File: config.mk
export PLATFORM = sky130hd
export DESIGN_NAME = plot_job_sequencer
export DESIGN_NICKNAME = d
export VERILOG_FILES = /design/src/rtl/plot_job_sequencer.sv
export SDC_FILE = /design/constraint.sdc
export NUM_CORES = 1
export LEC_CHECK = 0
export CAP_MARGIN = 5
export CORE_ASPECT_RATIO = 0.75
export CORE_MARGIN = 2
export CORE_UTILIZATION = 52
export DETAILED_ROUTE_END_ITERATION = 16
export PLACE_DENSITY = 0.73
export SYNTH_ARGS = -nofsm -noshare
export SYNTH_HDL_FRONTEND = slang
export SYNTH_SLANG_ARGS = --single-unit
File: constraint.sdc
create_clock -name clk -period 4 [get_ports clk]
set_clock_uncertainty 0.2 [all_clocks]
set_input_delay 1.2 -clock clk [delete_from_list [all_inputs] [get_ports clk]]
set_output_delay 1.2 -clock clk [all_outputs]
set_load 0.01 [all_outputs]
File: src/rtl/plot_job_sequencer.sv
// Keyboard-driven job controller for the pen plotter: collects drawing numbers from key events,
// queues them, and runs each job through the draw engine with a reset pulse and enable/done handshake.
module plot_job_sequencer #(
  parameter int          SEL_W   = 4,
  parameter int          MAX_SEL = 9,
  parameter int          DIGITS  = 2,
  parameter int          QDEPTH  = 4,
  parameter int          RST_CYC = 5,
  parameter int unsigned TIMEOUT = 0
) (
  input  logic                      clk,
  input  logic                      rst,
  input  logic                      key_valid,
  input  logic [8:0]                key_code,
  input  logic                      key_make,
  input  logic                      draw_done,
  output logic                      draw_enable,
  output logic                      draw_rst,
  output logic [SEL_W-1:0]          draw_select,
  output logic [4*DIGITS-1:0]       entry_bcd,
  output logic [2:0]                entry_len,
  output logic [$clog2(QDEPTH):0]   q_count,
  output logic                      q_full,
  output logic [2:0]                state_led,
  output logic                      err
);

  localparam int AW = (QDEPTH > 1) ? $clog2(QDEPTH) : 1;
  localparam int CW = $clog2(QDEPTH) + 1;

  typedef enum logic [1:0] {S_IDLE, S_RST, S_DRAW} state_t;

  state_t            state, state_nxt;
  logic [31:0]       rst_cnt, to_cnt;
  logic [SEL_W-1:0]  mem [QDEPTH];
  logic [AW-1:0]     wr_ptr, rd_ptr;

  logic              key_ev, is_digit, is_enter, is_bs, is_esc;
  logic [3:0]        digit;
  logic [13:0]       entry_val;
  logic              enter_bad, enter_full, push, pop, timeout_hit;

  // Key decode: main-row and keypad digits share one value table.
  // NOTE: every signal driven here gets a default first so no latch is inferred for unmatched codes.
  always_comb begin
    key_ev   = key_valid & key_make;
    is_digit = 1'b1;
    digit    = 4'd0;
    is_enter = (key_code == 9'h05A);
    is_bs    = (key_code == 9'h066);
    is_esc   = (key_code == 9'h076);
    case (key_code)
      9'h045, 9'h070: digit = 4'd0;
      9'h016, 9'h069: digit = 4'd1;
      9'h01E, 9'h072: digit = 4'd2;
      9'h026, 9'h07A: digit = 4'd3;
      9'h025, 9'h06B: digit = 4'd4;
      9'h02E, 9'h073: digit = 4'd5;
      9'h036, 9'h074: digit = 4'd6;
      9'h03D, 9'h06C: digit = 4'd7;
      9'h03E, 9'h075: digit = 4'd8;
      9'h046, 9'h07D: digit = 4'd9;
      default:        is_digit = 1'b0;
    endcase
  end

  // Unused high digits are always zero, so the whole buffer can be converted.
  always_comb begin
    entry_val = '0;
    for (int i = DIGITS - 1; i >= 0; i--)
      entry_val = entry_val * 14'd10 + 14'(entry_bcd[4*i +: 4]);
  end

  always_comb begin
    enter_bad   = key_ev & is_enter & ((entry_len == 3'd0) | (entry_val > 14'(MAX_SEL)));
    enter_full  = key_ev & is_enter & ~enter_bad & (q_count == CW'(QDEPTH));
    push        = key_ev & is_enter & ~enter_bad & ~enter_full;
    pop         = (state == S_IDLE) & (q_count != '0) & ~(key_ev & is_esc);
    timeout_hit = (TIMEOUT != 0) & (state == S_DRAW) & ~draw_done & ~(key_ev & is_esc)
                & (to_cnt == TIMEOUT - 1);
  end

  // NOTE: sequential state uses non-blocking assignments so every flop samples pre-edge values.
  always_ff @(posedge clk or posedge rst) begin
    if (rst) state <= S_IDLE;
    else     state <= state_nxt;
  end

  always_comb begin
    state_nxt = state;
    case (state)
      S_IDLE: if (pop) state_nxt = S_RST;
      S_RST: begin
        if (key_ev && is_esc)                 state_nxt = S_IDLE;
        else if (rst_cnt == 32'(RST_CYC - 1)) state_nxt = S_DRAW;
      end
      S_DRAW: begin
        if ((key_ev && is_esc) || draw_done || timeout_hit) state_nxt = S_IDLE;
      end
      default: state_nxt = S_IDLE;
    endcase
  end

  always_comb begin
    draw_enable = (state != S_IDLE);
    draw_rst    = (state == S_RST);
    state_led   = {state == S_DRAW, state == S_RST, state == S_IDLE};
  end

  always_ff @(posedge clk or posedge rst) begin
    if (rst) begin
      rst_cnt <= '0;
      to_cnt  <= '0;
    end else begin
      rst_cnt <= (state == S_RST)  ? rst_cnt + 32'd1 : 32'd0;
      to_cnt  <= (state == S_DRAW) ? to_cnt  + 32'd1 : 32'd0;
    end
  end

  always_ff @(posedge clk or posedge rst) begin
    if (rst) begin
      entry_bcd <= '0;
      entry_len <= '0;
    end else if (key_ev) begin
      if (is_esc || enter_bad || push) begin
        entry_bcd <= '0;
        entry_len <= '0;
      end else if (is_digit && entry_len < 3'(DIGITS)) begin
        entry_bcd <= (entry_bcd << 4) | (4*DIGITS)'(digit);
        entry_len <= entry_len + 3'd1;
      end else if (is_bs && entry_len != 3'd0) begin
        entry_bcd <= entry_bcd >> 4;
        entry_len <= entry_len - 3'd1;
      end
    end
  end

  // NOTE: the queue storage has no reset; only pointers and count need one to define emptiness.
  always_ff @(posedge clk) begin
    if (push) mem[wr_ptr] <= SEL_W'(entry_val);
  end

  always_ff @(posedge clk or posedge rst) begin
    if (rst) begin
      wr_ptr      <= '0;
      rd_ptr      <= '0;
      q_count     <= '0;
      draw_select <= '0;
    end else if (key_ev && is_esc) begin
      wr_ptr  <= '0;
      rd_ptr  <= '0;
      q_count <= '0;
    end else begin
      if (push) wr_ptr <= wr_ptr + AW'(1);
      if (pop) begin
        rd_ptr      <= rd_ptr + AW'(1);
        draw_select <= mem[rd_ptr];
      end
      q_count <= q_count + CW'(push) - CW'(pop);
    end
  end

  assign q_full = (q_count == CW'(QDEPTH));

  // A set condition in the same cycle outranks the clear from a benign key event.
  always_ff @(posedge clk or posedge rst) begin
    if (rst)                                  err <= 1'b0;
    else if (enter_bad || enter_full || timeout_hit) err <= 1'b1;
    else if (key_ev)                          err <= 1'b0;
  end

endmodule

==> out/qor.csv <==
metric,value,unit
outcome,completed,
via_per_inst,5.70,
io_pins,39,
antenna_left,0,
tightest_slew,0.715,ns
grt_pass1_vias,3556,
internal_power,1810,µW
fill_cells,636,
mappedNetlistArea,4320,µm²
path_max_fanout,7,
syn2layout_area_growth,24.1,%
grt_start_max_net_pins,34,
routedWlPerCell,16.8,µm
required,4.03,ns
r2r_slack,0.24,ns
setup.worst_path.start_class,input port,
period_share,0.985,
ys.flop_type,dfrtp_1,
die_h,82.9,µm
p_comb_frac,0.447,
cts_root_buffer,clkbuf_8,
numCtsBuffers,9,
yosysWarnings,0,
pwr-share-clk,0.180,
cts_tree,done,
setup_tns,0,ns
place_area,5120,µm²
grt_pass1_wl,17300,µm
rows,28,
vdd_ir_drop_max,0.000486,V
p_sw_frac,0.373,
synth_edf_count,16,
fp.coreArea,7990,µm²
synth_cell_type_count,64,
grt_usage,0.241,
die-area,9050,µm²
end_kind,flop,
period_minus_slack,3.94,ns
dp_hpwl,7570,µm
maxCapViolations,0,
hold_viol_final,0,
synth_area_per_cell,10.3,µm²
hold_class,flop to flop,
finalSetupViolCount,0,
slew_headroom,0.520,
vias,3488,
clk_pin_slew_worst_paths,0.08,ns
cts_buffer_depth,2,
initial_core_util,0.540,
r2r_start,entry_bcd[5]$_DFFE_PP0P_,
drive_gt1_frac,0.201,
powerDensity,539,nW/µm²
place.gp.congestion,0.902,
synth_area_leader_cell,dfrtp_1,
die_w,109,µm
p_seq_frac,0.373,
h-tree-depth,3,
final_common_cell,dfrtp_1,
leakage,0.00237,µW
holdPathEnd,rst_cnt[0]$_DFF_PP0_,
postLayoutCellArea,5360,µm²
highest_layer,met4,
rr_worst_depth,13,
drtPass1Iterations,5,
syn_inst,420,
clock_latency,0.35,ns
drc,0,
slew_violations,0,
fmax,254,MHz
yosysSeqAreaShare,0.442,
netSwitchingPower,1080,µW
grt_antenna_before_repair,0,
rsz0062_at_grt,true,
crit_type,input port to flop,
wl_met2,4980,µm
gr-total-overflow,0,
ys_top_cells_by_area,"dfrtp_1, edfxtp_1, nor2_1, ha_1, xor2_1",
yosys.area.top_type_share,0.330,
multi_input_area,2270,µm²
seqCellArea,1910,µm²
synth_nets,453,
antenna_cells,0,
drt_wl_total,10300,µm
rr_endpoint,q_count[2]$_DFF_PP0_,
route.met3.wl,508,µm
hp-start,rst_cnt[0]$_DFF_PP0_,
synth-seq-cells,73,
drt_iter0_markers,297,
met1_length,4660,µm
nets,535,
hold_depth,1,
final_cell_mix,"dfrtp_1, nor2_1, buf_4, clkdlybuf4s50_1, inv_1",
async_flop_share,0.781,
crit_arrival,3.97,ns
port_buffers,38,
post-route-util,0.671,
clock_sinks,73,
power groups by stage:
stage          sequential [µW]  combinational [µW]  clock, µW
2_1_floorplan             1080                 734          0
3_3_place_gp              1080                1160          0
3_5_place_dp              1090                1210          0
4_1_cts                   1070                1220        525
5_1_grt                   1090                1410        568
6_report                  1080                1290        519
critical path, cell delays in order:
cell and delay [ns]:
clkdlybuf4s50_1 0.47, buf_4 0.19, nand2_1 0.21, nor4_1 0.09
o21a_1 0.19, or4_4 0.56, o21ai_4 0.18, inv_2 0.06
fa_1 0.49, nor3_1 0.06, mux2_4 0.26
worst max-delay path by stage:
stage | cells past startpoint | startpoint | endpoint | slack, ns
floorplan | 13 | key_code[3] | q_count[2]$_DFF_PP0_ | 0.02
global placement | 10 | key_code[3] | entry_bcd[2]$_DFFE_PP0P_ | -0.26
detailed placement | 11 | key_code[0] | entry_len[1]$_DFFE_PP0P_ | -0.32
CTS | 11 | key_code[0] | entry_len[1]$_DFFE_PP0P_ | 0.04
global route | 11 | key_code[4] | entry_len[1]$_DFFE_PP0P_ | -0.01
finish | 11 | key_code[4] | entry_len[1]$_DFFE_PP0P_ | 0.06
Yosys cell counts (5+ instances only):
cell / count
o21ai_0: 11
or3_1: 5
mux2_4: 5
xnor2_1: 15
nand2b_1: 10
nor3_1: 10
clkbuf_1: 6
buf_2: 6
ha_1: 15
nor2_1: 51
nor4_1: 13
nand4_1: 13
a21oi_1: 9
nor4b_1: 6
nor2b_1: 10
inv_1: 24
dfrtp_1: 57
nand2_1: 19
and3_1: 13
nand3_1: 20
edfxtp_1: 16
xor2_1: 19
registers in the layout, summed over array words and instances, names as in the netlist:
| name | count |
|---|---|
| state | 2 |
| entry_len | 3 |
| mem | 16 |
| rd_ptr | 2 |
| q_count | 3 |
| rst_cnt | 32 |
| entry_bcd | 8 |
| wr_ptr | 2 |
| err | 1 |
| draw_select | 4 |
cell type report:
type / instances / area share
multi-input cells: 304 / 0.424
flip-flops and latches: 73 / 0.356
repair buffers: 89 / 0.145
well taps: 105 / 0.0245
clock buffers: 10 / 0.0238
inverters: 25 / 0.0175
clock inverters: 6 / 0.00817
cells by family after synthesis:
kind of cell / count (synthesis) / share of synthesized area
buffers and inverters: 43 / 0.0452
AND/OR/NAND/NOR: 191 / 0.243
multiplexers: 17 / 0.0580
flip-flops: 73 / 0.442
AO/OA/AOI/OAI: 43 / 0.0812
XOR/XNOR: 34 / 0.0690
adder cells (fa/ha/maj): 19 / 0.0620
layer usage:
metal  vias to the layer above  track usage
met1                      1713        0.331
met4                         0       0.0564
met3                        15       0.0542
met5                         -            0
met2                       106        0.388
li1                       1654            -
timing repair:
action / CTS / global route
hold buffers: 0 / 0
setup endpoints to repair: 0 / 10
buffers inserted: 0 / 1
gates resized for setup: 0 / 13
stage by stage:
step | hold WS, ns | worst slack [ns] | power [µW] | cells
6_report | 0.315 | 0.0595 | 2890 | 612
5_1_grt | 0.332 | -0.0141 | 3070 | 612
4_1_cts | 0.320 | 0.0386 | 2820 | 611
3_5_place_dp | 0.294 | -0.320 | 2300 | 595
3_3_place_gp | 0.291 | -0.263 | 2240 | 595
2_1_floorplan | 0.274 | 0.0241 | 1810 | 420
Power figures use the tool's default switching activity.
